--- config.mk ---
export PLATFORM = sky130hd
export DESIGN_NAME = wb_commit
export DESIGN_NICKNAME = d
export VERILOG_FILES = /design/src/rtl/wb_commit.sv
export SDC_FILE = /design/constraint.sdc
export NUM_CORES = 1
export LEC_CHECK = 0
export BUFFER_PORTS_ARGS = -buffer_cell sky130_fd_sc_hd__buf_4
export CAP_MARGIN = 20
export CORE_UTILIZATION = 50
export CTS_BUF_LIST = sky130_fd_sc_hd__clkbuf_16
export CTS_CLUSTER_DIAMETER = 200
export DETAILED_ROUTE_END_ITERATION = 6
export PLACE_DENSITY = 0.79
export SLEW_MARGIN = 20
export SYNTH_ARGS = -nofsm -noshare
export SYNTH_HDL_FRONTEND = slang
export SYNTH_SLANG_ARGS = --single-unit
--- constraint.sdc ---
create_clock -name clk -period 4.43 [get_ports clk]
set_input_delay 1.1075 -clock clk [delete_from_list [all_inputs] [get_ports clk]]
set_output_delay 1.1075 -clock clk [all_outputs]
set_load 0.02 [all_outputs]
--- src/rtl/wb_commit.sv ---
`default_nettype none
// ============================================================================
// Module   : wb_commit
// Brief    : Writeback commit stage with an 8 x DATA_W register file, two
//            bypassed combinational read ports, MEM/IO pending tracking with
//            timeout, and a load-use hazard flag.
// Revision : 1.0  initial release
// ============================================================================
module wb_commit #(
    parameter int DATA_W  = 16,
    parameter int TIMEOUT = 255
) (
    input  logic              clk,
    input  logic              rst,
    input  logic              req_valid,
    output logic              req_ready,
    input  logic [2:0]        req_sel,
    input  logic [2:0]        req_rd,
    input  logic              req_we,
    input  logic [DATA_W-1:0] req_data,
    input  logic              mem_rvalid,
    input  logic [DATA_W-1:0] mem_rdata,
    input  logic              io_rvalid,
    input  logic [DATA_W-1:0] io_rdata,
    input  logic [2:0]        rs1_addr,
    input  logic [2:0]        rs2_addr,
    output logic [DATA_W-1:0] rs1_data,
    output logic [DATA_W-1:0] rs2_data,
    output logic              hazard,
    output logic              err_spurious,
    output logic              err_timeout
);

    localparam logic [2:0] SEL_MEM  = 3'b010;
    localparam logic [2:0] SEL_IO   = 3'b011;
    // Last counter value before the wait is abandoned.
    localparam logic [7:0] CNT_LAST = 8'(TIMEOUT - 1);

    typedef enum logic [1:0] {
        IDLE     = 2'd0,
        WAIT_MEM = 2'd1,
        WAIT_IO  = 2'd2
    } state_t;

    state_t            state;
    state_t            state_nxt;
    logic [2:0]        pend_rd;
    logic              pend_we;
    logic [7:0]        wait_cnt;
    logic [DATA_W-1:0] rf [0:7];

    logic              accept;
    logic              sel_mem;
    logic              sel_io;
    logic              mem_done;
    logic              io_done;
    logic              resp_done;
    logic              timeout_hit;
    logic              spurious;

    logic              wr_en;
    logic [2:0]        wr_addr;
    logic [DATA_W-1:0] wr_data;

    assign req_ready   = (state == IDLE);
    assign accept      = req_valid & req_ready;
    assign sel_mem     = (req_sel == SEL_MEM);
    assign sel_io      = (req_sel == SEL_IO);
    assign mem_done    = (state == WAIT_MEM) & mem_rvalid;
    assign io_done     = (state == WAIT_IO) & io_rvalid;
    assign resp_done   = mem_done | io_done;
    // A response on the last wait cycle takes priority over the timeout.
    assign timeout_hit = (state != IDLE) & ~resp_done & (wait_cnt == CNT_LAST);
    // A response is spurious unless the FSM is waiting on that exact source.
    assign spurious    = (mem_rvalid & (state != WAIT_MEM)) |
                         (io_rvalid  & (state != WAIT_IO));

    // Next-state logic: IDLE dispatches, wait states end on response or timeout.
    always_comb begin
        state_nxt = state;
        case (state)
            IDLE: begin
                if (accept && sel_mem) begin
                    state_nxt = WAIT_MEM;
                end else if (accept && sel_io) begin
                    state_nxt = WAIT_IO;
                end
            end
            WAIT_MEM: begin
                if (mem_rvalid || timeout_hit) begin
                    state_nxt = IDLE;
                end
            end
            WAIT_IO: begin
                if (io_rvalid || timeout_hit) begin
                    state_nxt = IDLE;
                end
            end
            default: state_nxt = IDLE;
        endcase
    end

    // Single register-file write port shared by direct commits and responses.
    always_comb begin
        wr_en   = 1'b0;
        wr_addr = 3'd0;
        wr_data = '0;
        if (!rst) begin
            if (accept && !sel_mem && !sel_io) begin
                wr_en   = req_we & (req_rd != 3'd0);
                wr_addr = req_rd;
                wr_data = req_data;
            end else if (mem_done) begin
                wr_en   = pend_we;
                wr_addr = pend_rd;
                wr_data = mem_rdata;
            end else if (io_done) begin
                wr_en   = pend_we;
                wr_addr = pend_rd;
                wr_data = io_rdata;
            end
        end
    end

    // State register.
    always_ff @(posedge clk) begin
        if (rst) begin
            state <= IDLE;
        end else begin
            state <= state_nxt;
        end
    end

    // Pending destination capture and wait-cycle counter.
    always_ff @(posedge clk) begin
        if (rst) begin
            pend_rd  <= 3'd0;
            pend_we  <= 1'b0;
            wait_cnt <= 8'd0;
        end else if (accept && (sel_mem || sel_io)) begin
            pend_rd  <= req_rd;
            pend_we  <= req_we & (req_rd != 3'd0);
            wait_cnt <= 8'd0;
        end else if ((state != IDLE) && !resp_done) begin
            wait_cnt <= wait_cnt + 8'd1;
        end
    end

    // Sticky error flags, cleared only by reset.
    always_ff @(posedge clk) begin
        if (rst) begin
            err_spurious <= 1'b0;
            err_timeout  <= 1'b0;
        end else begin
            if (spurious) begin
                err_spurious <= 1'b1;
            end
            if (timeout_hit) begin
                err_timeout <= 1'b1;
            end
        end
    end

    // Register file storage; entry 0 is never written.
    always_ff @(posedge clk) begin
        if (rst) begin
            for (int i = 0; i < 8; i++) begin
                rf[i] <= '0;
            end
        end else if (wr_en) begin
            rf[wr_addr] <= wr_data;
        end
    end

    // Read port 1 with same-cycle write bypass.
    always_comb begin
        rs1_data = rf[rs1_addr];
        if (rs1_addr == 3'd0) begin
            rs1_data = '0;
        end else if (wr_en && (wr_addr == rs1_addr)) begin
            rs1_data = wr_data;
        end
    end

    // Read port 2 with same-cycle write bypass.
    always_comb begin
        rs2_data = rf[rs2_addr];
        if (rs2_addr == 3'd0) begin
            rs2_data = '0;
        end else if (wr_en && (wr_addr == rs2_addr)) begin
            rs2_data = wr_data;
        end
    end

    // Load-use hazard; dropped in the response cycle since bypass covers it.
    always_comb begin
        hazard = (state != IDLE) & pend_we & ~resp_done &
                 ((rs1_addr == pend_rd) | (rs2_addr == pend_rd));
    end

endmodule
`default_nettype wire

Word level (Yosys, flattened, before mapping)
Memory sizes are Yosys's and may differ from the RTL's.
Index checks and enable logic that the tools add are counted.
- add/sub/neg operators: 1
- equal/unequal tests: 14
- mux-type cells: 29
- bitwise operators: 15
- reduce and logical (&&, ||, !) cells: 22
- operator list (cell ; number):
    $mux W16 ; 9
    $reduce_or A16 Y1 ; 1
    $mux W3 ; 5
    $eq A3 B3 Y1 ; 4
    $and A1 B1 Y1 ; 11
    $mux W1 ; 10
    $add A8 B1 Y8 const B ; 1
    $eq A8 B8 Y1 const B ; 1
    $logic_and A1 B1 Y1 ; 8
    $mux W2 ; 4
    $eq A3 B2 Y1 const B ; 2
    $logic_not A3 Y1 ; 2
    $ne A2 B1 Y1 const B ; 3
    $pmux W2 S3 ; 1
    $logic_not A1 Y1 ; 3
    $logic_or A1 B1 Y1 ; 3
    $ne A3 B1 Y1 const B ; 1
    $or A1 B1 Y1 ; 3
    $reduce_and A3 Y1 ; 1
    $reduce_bool A3 Y1 ; 1
    $eq A2 B1 Y1 const B ; 1
    $eq A2 B2 Y1 const B ; 1
    $logic_not A2 Y1 ; 1
    $ne A2 B2 Y1 const B ; 1
    3 further kinds ; 3
- bits in registers: 16
- bits in writable memories: 128
- input bits: 66
- output and inout bits: 36
- memories kept: 1
- memories (name ; words ; width ; read ports ; clocked after memory_dff ; write ports ; line ; source):
    rf ; 8 ; 16 ; 2 ; 0 ; 8 ; 50 ; logic [DATA_W-1:0] rf [0:7];

Logic depth before layout (Yosys ltp)
Gate-level depths: netlist of the first run.
- depth in word-level cells: 11
- mapped depth: 9

Least setup slack after synthesis of the first run
Ideal clock, no wire load.
- path type: input to output
- from: input req_sel[1]
- to: output rs2_data[4]
- arrival time: 3.114 ns
- data required time: 3.323 ns
- setup slack: 0.208 ns
- stages: 8
- buffers on the path: 2
- cell sequence: nor2b_1 -> buf_2 -> nor3b_4 -> or3_2 -> a32oi_4 -> buf_2 -> a21oi_1 -> a211oi_1
- cells in the longest elaborated chain, start to end: 10
- elaborated cells on any way between the ends: 16
- classes of those cells: eq/ne: 3; mux: 8; reduce/logical: 5
- ends and longest elaborated chain (what ; line ; source):
    start: declaration ; 17 ; input logic [2:0] req_sel,
    $eq A3 B2 Y1 ; 67 ; assign sel_mem = (req_sel == SEL_MEM);
    $logic_not A1 Y1 ; 109 ; if (accept && !sel_mem && !sel_io) begin
    $logic_and A1 B1 Y1 ; 109 ;
    $logic_and A1 B1 Y1 * ; 109 ;
    $mux W3 ; 109 ;
    $mux W3 ; 108 ; if (!rst) begin
    $eq A3 B3 Y1 ; 190 ; end else if (wr_en && (wr_addr == rs2_addr)) begin
    $logic_and A1 B1 Y1 ; 190 ;
    $mux W16 * ; 190 ;
    $mux W16 * ; 188 ; if (rs2_addr == 3'd0) begin
    end: declaration ; 28 ; output logic [DATA_W-1:0] rs2_data,
Every way passes the cells marked *; elsewhere a longest branch is shown, timed or not.

Worst setup path after layout of the first run
- from: input req_valid
- to: output rs2_data[4]
- cells in the longest elaborated chain, start to end: 9
- elaborated cells on any way between the ends: 13
- classes of those cells: eq/ne: 1; mux: 8; bitwise: 1; reduce/logical: 3
- ends and longest elaborated chain (what ; line ; source):
    start: declaration ; 15 ; input logic req_valid,
    $and A1 B1 Y1 * ; 66 ; assign accept = req_valid & req_ready;
    $logic_and A1 B1 Y1 * (2 in a row) ; 109 ;
    $mux W3 ; 109 ;
    $mux W3 ; 108 ;
    $eq A3 B3 Y1 ; 190 ;
    $logic_and A1 B1 Y1 ; 190 ;
    $mux W16 * ; 190 ;
    $mux W16 * ; 188 ;
Marks and branches as above.

==> results of run 1 <==
power groups by stage:
stage          registers (mW)  clock network [mW]  logic, mW
5_1_grt                  1.56                1.49      0.611
2_1_floorplan            1.57                   0      0.355
3_3_place_gp             1.58                   0      0.553
4_1_cts                  1.56                1.44      0.571
3_5_place_dp             1.58                   0      0.565
6_report                 1.56                1.43      0.581
area by class of cell:
cell class,instances,share of cell area
clock buffers,19,0.04649
multi-input cells,461,0.3903
clock inverters,13,0.01150
flip-flops and latches,144,0.4072
repair buffers,151,0.1157
inverters,5,0.001835
well taps,220,0.02692
flip-flops by register name, summed over array words and instances, names as in the netlist:
register	count
state	2
err_spurious	1
err_timeout	1
pend_rd	3
pend_we	1
wait_cnt	8
rf	128
stage by stage:
step | power [mW] | instance area, sq um | TNS, ns
2_1_floorplan | 1.927 | 8546 | 0
3_5_place_dp | 2.150 | 9583 | 0
5_1_grt | 3.665 | 10230 | -0.08262
6_report | 3.572 | 10230 | 0
4_1_cts | 3.565 | 10180 | 0
3_3_place_gp | 2.129 | 9583 | 0
critical path, delay by kind of cell:
family                 cells  cell delay (ns)
AO/OA/AOI/OAI              2             0.56
AND/OR/NAND/NOR            4             1.13
buffers and inverters      3             0.47
metal layers:
layer,GRT usage,part of all wire,vias up
met5,0,0,-
met4,0.1264,0.032,0
met3,0.05211,0.10,54
met2,0.4292,0.50,446
met1,0.3512,0.37,3245
li1,-,-,2824
worst max-delay path by stage:
| stage | from | to | slack, ns | depth (start not counted) |
|---|---|---|---|---|
| 2_1_floorplan | req_sel[1] | rs2_data[4] | 0.21 | 8 |
| 3_3_place_gp | req_valid | rs1_data[4] | 0.1 | 10 |
| 3_5_place_dp | req_valid | rs1_data[4] | 0.01 | 10 |
| 4_1_cts | req_valid | rs1_data[4] | 0.01 | 10 |
| 5_1_grt | req_valid | rs1_data[4] | -0.05 | 10 |
| 6_report | req_valid | rs2_data[4] | 0.04 | 9 |
repair_timing:
action / in CTS / in global routing
buffers inserted: 0 / 4
gates resized for setup: 0 / 5
setup endpoints to repair: 0 / 10
logic make-up (layout without fill, tap and decap cells):
logic type / count (synthesis) / in the layout / share of synthesized area
AO/OA/AOI/OAI: 116 / 116 / 0.1127
buffers and inverters: 77 / 188 / 0.04920
adder cells (fa/ha/maj): 2 / 2 / 0.002928
XOR/XNOR: 11 / 11 / 0.01127
multiplexers: 83 / 83 / 0.1938
flip-flops: 144 / 144 / 0.4873
AND/OR/NAND/NOR: 249 / 249 / 0.1428
cell usage after synthesis, drive strengths merged (12+ instances only):
master and instances:
mux4 64, or2 16, a21oi 27, dfxtp 16, a211oi 33, buf 40
nor2b 17, a222oi 16, mux2 17, clkbuf 32, edfxtp 128, o21ai 12
nor2 156, nand2 21, a221oi 15
==> results.json, run 1 <==
{
  "status": "completed",
  "tritoncts": "yes",
  "synth_edf_count": 128,
  "fin_skew_ns": 0.005561,
  "ioPinCount": 102,
  "diodes": 0,
  "ir_drop_v": 0.0002976,
  "coreArea_sq_um": 16640,
  "placed_cells": 977,
  "cpPeakStageDelay_ns": 0.44,
  "max_freq_mhz": 227.6,
  "rows": 47,
  "cp-end-kind": "output pin",
  "syn_to_final_growth_pct": 19.66,
  "pre_cts_ws_ns": 0.01190,
  "p_int_mw": 2.644,
  "rsz0062_at_grt": "true",
  "leakage_nw": 3.535,
  "cp.required_ns": 3.32,
  "clock-sinks": 144,
  "path_clk_slew_ns": 0.06,
  "min_period_ns": 4.394,
  "fin_cells": 1013,
  "die_y_microns": 132.7,
  "worst_skew_pair.late_latency_ns": 0.43,
  "switching_share": 0.2597,
  "grt_pass1_wl_mm": 35.17,
  "crit_chain": "buf_4, or3b_4, nor3b_4, or3_2, a32oi_4, and2_1, buf_4, a211oi_1, buf_4",
  "maxCapViolations": 0,
  "chipWidth_microns": 132.7,
  "power.density_nw_per_um2": 349.3,
  "finalWirelength_mm": 22.70,
  "comb_power_share": 0.163,
  "overflow": 0,
  "synth_area_sq_um": 8546,
  "async_flop_share": 0,
  "slowest_stage": "or3b_4",
  "synthCells": 682,
  "r2r_end": "rf[2][10]",
  "ys_ff_latch": 144,
  "syn_area_per_cell_sq_um": 12.53,
  "initial_core_util": 0.5135,
  "p_seq_frac": 0.436,
  "reg2reg_slack_ns": 1.37,
  "final_cell_mix": "147 x buf_4, 136 x nor2_1, 128 x edfxtp_1",
  "min_period_over_period": 0.9919,
  "port_buffers": 101,
  "synth_cell_types": 57,
  "worst_setup_path_start_kind": "input port",
  "p_clk_frac": 0.401,
  "dp_hpwl_mm": 15.95,
  "layout-drive-gt1-share": 0.4224,
  "firstDrtPassIters": 6,
  "drtIter0Drc": 821,
  "timing.hold.ws_ns": 0.4528,
  "cts_buffer_depth": 2,
  "seq_area_sq_um": 4164,
  "r2r-start": "state[0]",
  "setup_viol": 0,
  "grt_max_degree": 36,
  "crit_fanout": 8,
  "whs_endpoint": "err_spurious",
  "seq_area_frac_synth": 0.4873,
  "yosysWarnings": 0,
  "synth_top_area_share": 0.4498,
  "cts_root_buf": "clkbuf_16",
  "place.gp.congestion": 0.9596,
  "fin_util": 0.6145,
  "relSlewSlack": 0.4114,
  "dieArea_sq_um": 17620,
  "synth_area_leaders": "edfxtp_1 45%, mux4_2 17%, nor2_1 6.0%, dfxtp_1 3.7%, a211oi_2 2.9%",
  "final_common_cell": "buf_4",
  "whs_path_depth": 2,
  "vias": 6569,
  "cp.arrival_ns": 3.29,
  "final.setup.worst_slack_ns": 0.03577,
  "drcViolationCount": 0,
  "tightest_slew_ns": 0.8807,
  "synth_top_cell_by_area": "edfxtp_1",
  "fillers": 1229,
  "path_class": "in -> out",
  "fin_nets": 848,
  "ant_nets": 0,
  "worstHoldStart": "err_spurious",
  "grt_pass1_vias": 6300,
  "rr_worst_depth": 6,
  "synth_ff_type": "edfxtp_1",
  "multi_input_area_sq_um": 3991,
  "routedWlPerCell_microns": 22.41,
  "antenna_found_initial": 0,
  "cts_buffers": 17,
  "vias_per_cell": 6.485,
  "cts_hold_buf": 0,
  "hold_class": "reg -> reg",
  "track_usage": 0.2672,
  "p_switching_uw": 927.6,
  "finalHoldViolCount": 0,
  "drv_slew": 0,
  "path_common_cell": "buf_4",
  "cts_max_level": 4,
  "syn-num-nets": 750
}
Power figures use the tool's default switching activity.
==> run 2, diff against run 1 <==
--- a/config.mk
+++ b/config.mk
@@ -5,6 +5,7 @@
 export SDC_FILE = /design/constraint.sdc
 export NUM_CORES = 1
 export LEC_CHECK = 0
+export ABC_AREA = 1
 export BUFFER_PORTS_ARGS = -buffer_cell sky130_fd_sc_hd__buf_4
 export CAP_MARGIN = 20
 export CORE_UTILIZATION = 50
==> run 2 against run 1 <==
  * Worst setup slack gained 0.14 ns
  * Clock-buffer cell count grew 1
  * Synthesized cell count grew 57%
  * Critical endpoint is now rs1_data[4]
  * Power shrank 0.70%
  * Core utilization shrank 1.5 points
  * Largest cell class unchanged
  * Combinational power grew 6.5%
  * Clock skew grew 0.00089 ns
  * Hold slack gained 0.0023 ns
  * Maximum frequency grew 3.4%
  * Via count grew 29%
  * Critical path depth grew 6
==> results.json, run 2 <==
{
  "drcViolationCount": 0,
  "crit_chain": "buf_4, inv_1, nand2_1, inv_1, nor2_8, nand2_1, nand2_1, nor2_1, nand2_1, nand2_4, nand2_2, nor2_4, nor2_1, nor2_1, buf_4",
  "ys_ff_latch": 144,
  "power.density_nw_per_um2": 344.2,
  "status": "completed",
  "cp.required_ns": 3.32,
  "p_seq_frac": 0.436,
  "fin_skew_ns": 0.006453,
  "drv_slew": 0,
  "clock-sinks": 144,
  "drtIter0Drc": 1223,
  "yosysMostFrequentCell": "nor2_1",
  "syn-num-nets": 1142,
  "coreArea_sq_um": 17180,
  "final.setup.worst_slack_ns": 0.1797,
  "rsz0062_at_grt": "false",
  "worst_setup_path_start_kind": "input port",
  "ir_drop_v": 0.0002816,
  "synth_area_leaders": "edfxtp_1 44%, nor2_1 8.7%, nand2_1 6.2%, o2111ai_1 6.0%, nand3_1 5.9%",
  "firstDrtPassIters": 6,
  "path_clk_slew_ns": 0.06,
  "synth-adder-area-share": 0.002858,
  "switching_share": 0.2822,
  "r2r_end": "rf[0][12]",
  "tritoncts": "yes",
  "die_y_microns": 134.3,
  "tightest_slew_ns": 0.9243,
  "port_buffers": 101,
  "yosysWarnings": 0,
  "largest-register": "rf",
  "layout-drive-gt1-share": 0.1831,
  "leakage_nw": 4.200,
  "yosys.area_share.xor_xnor": 0.008003,
  "synth_common_cells": "203 x nor2_1, 145 x nand2_1, 128 x edfxtp_1",
  "fin_nets": 1218,
  "slowest_stage": "nor2_4",
  "p_switching_mw": 1.001,
  "timing.hold.ws_ns": 0.4551,
  "largestRegisters": "rf (128), wait_cnt (8), pend_rd (3)",
  "cts_max_level": 4,
  "maxCapViolations": 0,
  "synthCells": 1074,
  "crit_fanout": 17,
  "chipWidth_microns": 134.3,
  "comb_power_share": 0.175,
  "synth_compound_area_frac": 0.1742,
  "cpPeakStageDelay_ns": 0.35,
  "fillers": 1513,
  "worstHoldStart": "err_timeout",
  "syn_area_per_cell_sq_um": 8.151,
  "track_usage": 0.3022,
  "cts_hold_buf": 0,
  "timing.setup.tns_ns": 0,
  "rr_worst_depth": 10,
  "vias_per_cell": 6.111,
  "ioPinCount": 102,
  "finalWirelength_mm": 26.55,
  "rows": 48,
  "dieArea_sq_um": 18040,
  "synth_top_family_by_area": "simple AND/OR/NAND/NOR gates",
  "antenna_found_initial": 0,
  "cp-end-kind": "output pin",
  "relSlewSlack": 0.3823,
  "synth_top_area_share": 0.4390,
  "synth_edf_count": 128,
  "grt_pass1_vias": 7868,
  "dp_hpwl_mm": 17.45,
  "reg2reg_slack_ns": 1.50,
  "vias": 8482,
  "synth_area_sq_um": 8755,
  "grt_pass1_wl_mm": 41.07,
  "cts_buffers": 17,
  "synth_ff_type": "edfxtp_1",
  "whs_endpoint": "err_timeout",
  "async_flop_share": 0,
  "routedWlPerCell_microns": 19.13,
  "syn_to_final_growth_pct": 17.68,
  "place_area_sq_um": 9726,
  "synth_top_cell_by_area": "edfxtp_1",
  "cp.arrival_ns": 3.14,
  "cts_root_buf": "clkbuf_16",
  "hold_class": "reg -> reg",
  "r2r-start": "state[0]",
  "seq_area_frac_synth": 0.4756,
  "min_period_over_period": 0.9594,
  "path_common_cell": "nand2_1",
  "finalHoldViolCount": 0,
  "whs_path_depth": 2,
  "worst_skew_pair.late_latency_ns": 0.43,
  "muxShareOfSynthArea": 0,
  "initial_core_util": 0.5097,
  "postLayoutCellArea_sq_um": 10300,
  "overflow": 0,
  "p_int_mw": 2.546,
  "cts_buffer_depth": 2,
  "diodes": 0,
  "grt_max_degree": 99,
  "min_period_ns": 4.250,
  "post_cts_buffers": 0,
  "synthSimpleGateAreaFrac": 0.2600,
  "place.gp.congestion": 0.9394,
  "setup_viol": 0,
  "path_class": "in -> out",
  "ant_nets": 0,
  "final_cell_mix": "203 x nor2_1, 145 x nand2_1, 128 x edfxtp_1",
  "cts.repair.resized": 0,
  "final_common_cell": "nor2_1",
  "synth_cell_types": 37,
  "max_freq_mhz": 235.3,
  "largest_reg_flops": 128,
  "p_clk_frac": 0.389,
  "pre_cts_ws_ns": 0.2493
}
run 2: how the worst max path moves through the flow:
stage,slack (ns),endpoint,startpoint
floorplan,0.74,rs1_data[10],req_sel[2]
global placement,0.27,rs1_data[4],req_sel[2]
detailed placement,0.25,rs1_data[4],req_sel[2]
CTS,0.24,rs1_data[4],req_sel[2]
global route,0.07,rs1_data[4],req_sel[2]
finish,0.18,rs1_data[4],req_sel[2]
run 2: worst max-delay path: cells and delay by family:
kind / cells / cell delay (ns)
AND/OR/NAND/NOR: 11 / 1.50
buffers and inverters: 4 / 0.51
run 2: cell families after synthesis:
group / Yosys count
xor gates and xnor gates: 8
DFF: 144
and+or+nand+nor: 516
buffers and inverters: 172
adders and majority gates: 2
AOI/OAI and AO/OA: 232
run 2: final cells by class:
| cell class | count | area (sq um) | area share |
|---|---|---|---|
| sequential | 144 | 4164 | 0.4042 |
| multi-input combinational | 758 | 3896 | 0.3782 |
| timing repair buffer | 129 | 1006 | 0.09764 |
| clock buffer | 20 | 500.5 | 0.04858 |
| inverter | 100 | 377.9 | 0.03668 |
| tap | 225 | 281.5 | 0.02733 |
| clock inverter | 12 | 76.32 | 0.007408 |
run 2: per-layer routing:
| metal | global-route usage | part of all wire | up-vias |
|---|---|---|---|
| met3 | 0.06085 | 0.12 | 101 |
| met2 | 0.4807 | 0.47 | 596 |
| met4 | 0.1454 | 0.036 | 0 |
| met5 | 0 | 0 | - |
| met1 | 0.3955 | 0.38 | 3895 |
| li1 | - | - | 3890 |
run 2: power groups by stage:
stage | clock [mW] | sequential (mW) | combinational (mW)
CTS | 1.38 | 1.55 | 0.608
detailed placement | 0 | 1.57 | 0.604
global route | 1.43 | 1.55 | 0.665
floorplan | 0 | 1.57 | 0.367
finish | 1.38 | 1.55 | 0.619
global placement | 0 | 1.57 | 0.595
run 2: metrics by stage:
step / cells / util / total power [mW]
floorplan: 1074 / - / 1.935
global placement: 1356 / 0.5662 / 2.167
detailed placement: 1356 / 0.5662 / 2.178
CTS: 1388 / 0.5998 / 3.535
global route: 1388 / 0.5998 / 3.648
finish: 1388 / 0.5998 / 3.547
==> run 3, diff against run 2 <==
--- a/config.mk
+++ b/config.mk
@@ -11,8 +11,10 @@
 export CORE_UTILIZATION = 50
 export CTS_BUF_LIST = sky130_fd_sc_hd__clkbuf_16
 export CTS_CLUSTER_DIAMETER = 200
+export CTS_CLUSTER_SIZE = 20
 export DETAILED_ROUTE_END_ITERATION = 6
 export PLACE_DENSITY = 0.79
+export RECOVER_POWER = 50
 export SLEW_MARGIN = 20
 export SYNTH_ARGS = -nofsm -noshare
 export SYNTH_HDL_FRONTEND = slang
==> run 3 against run 2 <==
  * Cell count unchanged
  * Clock-buffer cell count stayed put
  * Combinational power fell by 2%
  * Critical path depth unchanged
  * Wire length down 0.16%
  * Worst setup slack better by 0.0083 ns
  * First-iteration DRC count shrank 1.6%
  * Register-to-register slack got worse by 0.49 ns
  * Hold slack better by 0.0041 ns
  * Power is 0.33% lower
  * Flip-flop and latch count unchanged
==> results.json, run 3 (synthesis results as in run 2) <==
{
  "ant_nets": 0,
  "cts_hold_buf": 0,
  "cp-end-kind": "output pin",
  "cts_root_buf": "clkbuf_16",
  "status": "completed",
  "drcViolationCount": 0,
  "min_period_ns": 4.242,
  "layout-drive-gt1-share": 0.1556,
  "finalHoldViolCount": 0,
  "overflow": 0,
  "largest_reg_flops": 128,
  "cts_max_level": 4,
  "drv_slew": 0,
  "antenna_found_initial": 0,
  "vias_per_cell": 6.094,
  "fin_nets": 1218,
  "syn_to_final_growth_pct": 16.35,
  "path_class": "in -> out",
  "min_period_over_period": 0.9576,
  "ioPinCount": 102,
  "whs_path_depth": 2,
  "largestRegisters": "rf (128), wait_cnt (8), pend_rd (3)",
  "fin_util": 0.5930,
  "crit_fanout": 17,
  "initial_core_util": 0.5097,
  "postLayoutCellArea_sq_um": 10190,
  "grt_pass1_vias": 7868,
  "r2r-start": "state[1]",
  "dp_hpwl_mm": 17.45,
  "r2r_end": "rf[6][12]",
  "setup_viol": 0,
  "firstDrtPassIters": 6,
  "diodes": 0,
  "port_buffers": 101,
  "coreArea_sq_um": 17180,
  "vias": 8459,
  "worstSetupStartpoint": "req_sel[2]",
  "finalWirelength_mm": 26.51,
  "maxCapViolations": 0,
  "ir_drop_v": 0.0002791,
  "drtIter0Drc": 1204,
  "worst_skew_pair.late_latency_ns": 0.43,
  "place_area_sq_um": 9726,
  "cp.arrival_ns": 3.13,
  "dieArea_sq_um": 18040,
  "grt_max_degree": 99,
  "cts.repair.resized": 0,
  "hold_class": "reg -> reg",
  "largest-register": "rf",
  "timing.setup.tns_ns": 0,
  "chipWidth_microns": 134.3,
  "fillers": 1541,
  "worst_setup_path_start_kind": "input port",
  "power.density_nw_per_um2": 347.0,
  "track_usage": 0.3022,
  "fin_skew_ns": 0.007083,
  "clock-sinks": 144,
  "relSlewSlack": 0.3849,
  "tritoncts": "yes",
  "max_freq_mhz": 235.7,
  "rows": 48,
  "leakage_nw": 4.134,
  "tightest_slew_ns": 0.9226,
  "final_common_cell": "nor2_1",
  "cp.required_ns": 3.32,
  "rsz0062_at_grt": "false",
  "place.gp.congestion": 0.9394,
  "routedWlPerCell_microns": 19.10,
  "final_cell_mix": "205 x nor2_1, 155 x nand2_1, 128 x edfxtp_1",
  "die_y_microns": 134.3,
  "post_cts_buffers": 0,
  "reg2reg_slack_ns": 1.01,
  "path_clk_slew_ns": 0.06,
  "grt_pass1_wl_mm": 41.07,
  "cts_buffer_depth": 2,
  "rr_worst_depth": 11,
  "setup.worst_path.end": "rs1_data[4]",
  "cts_buffers": 17
}
==> run 3: cell count changes in the layout (fill, tap and decap cells not counted), sizes merged <==
| cell | change |
|---|---|
| clkbuf | +12 |
| buf | -12 |
==> run 3: area by class of cell <==
class,instances,area (sq um),area share
flip-flops and latches,144,4164,0.4088
multi-input cells,758,3821,0.3751
repair buffers,129,964.7,0.09471
clock buffers,20,500.5,0.04913
inverters,100,377.9,0.03710
well taps,225,281.5,0.02764
clock inverters,12,76.32,0.007493
==> run 3: how the worst min path moves through the flow <==
stage | slack [ns] | start | end
6_report | 0.46 | err_timeout | err_timeout
5_1_grt | 0.49 | err_timeout | err_timeout
4_1_cts | 0.46 | err_timeout | err_timeout
3_5_place_dp | 0.45 | err_timeout | err_timeout
3_3_place_gp | 0.44 | err_timeout | err_timeout
2_1_floorplan | 0.47 | wait_cnt[4] | wait_cnt[4]
==> run 3: report_power, final <==
part / total [mW] / internal (mW) / switching (mW)
clock network: 1.38 / 0.814 / 0.565
logic: 0.609 / 0.202 / 0.407
registers: 1.55 / 1.52 / 0.0230
total: 3.53 / 2.54 / 0.995
==> run 3: layer usage <==
| metal | track usage | share of wire | up-vias |
|---|---|---|---|
| met5 | 0 | 0 | - |
| met4 | 0.1454 | 0.036 | 0 |
| met3 | 0.06085 | 0.11 | 94 |
| met2 | 0.4807 | 0.47 | 572 |
| met1 | 0.3955 | 0.38 | 3892 |
| li1 | - | - | 3901 |
==> run 3: critical path: stages <==
cell and delay, ns:
clkbuf_4 0.11, inv_1 0.06, nand2_1 0.10, inv_1 0.16
nor2_8 0.07, nand2_1 0.06, nand2_1 0.08, nor2_4 0.13
nand2_1 0.12, nand2_4 0.19, nand2_2 0.09, nor2_4 0.37
nor2_1 0.08, nor2_1 0.23, buf_4 0.19
==> run 3: per-stage QoR <==
stage               cells  worst slack [ns]  power, mW  hold slack [ns]
floorplan            1074            0.7431      1.935           0.4661
global placement     1356            0.2662      2.167           0.4438
detailed placement   1356            0.2493      2.178           0.4509
CTS                  1388            0.2396      3.535           0.4596
global route         1388           0.04287      3.637           0.4950
finish               1388            0.1880      3.535           0.4592
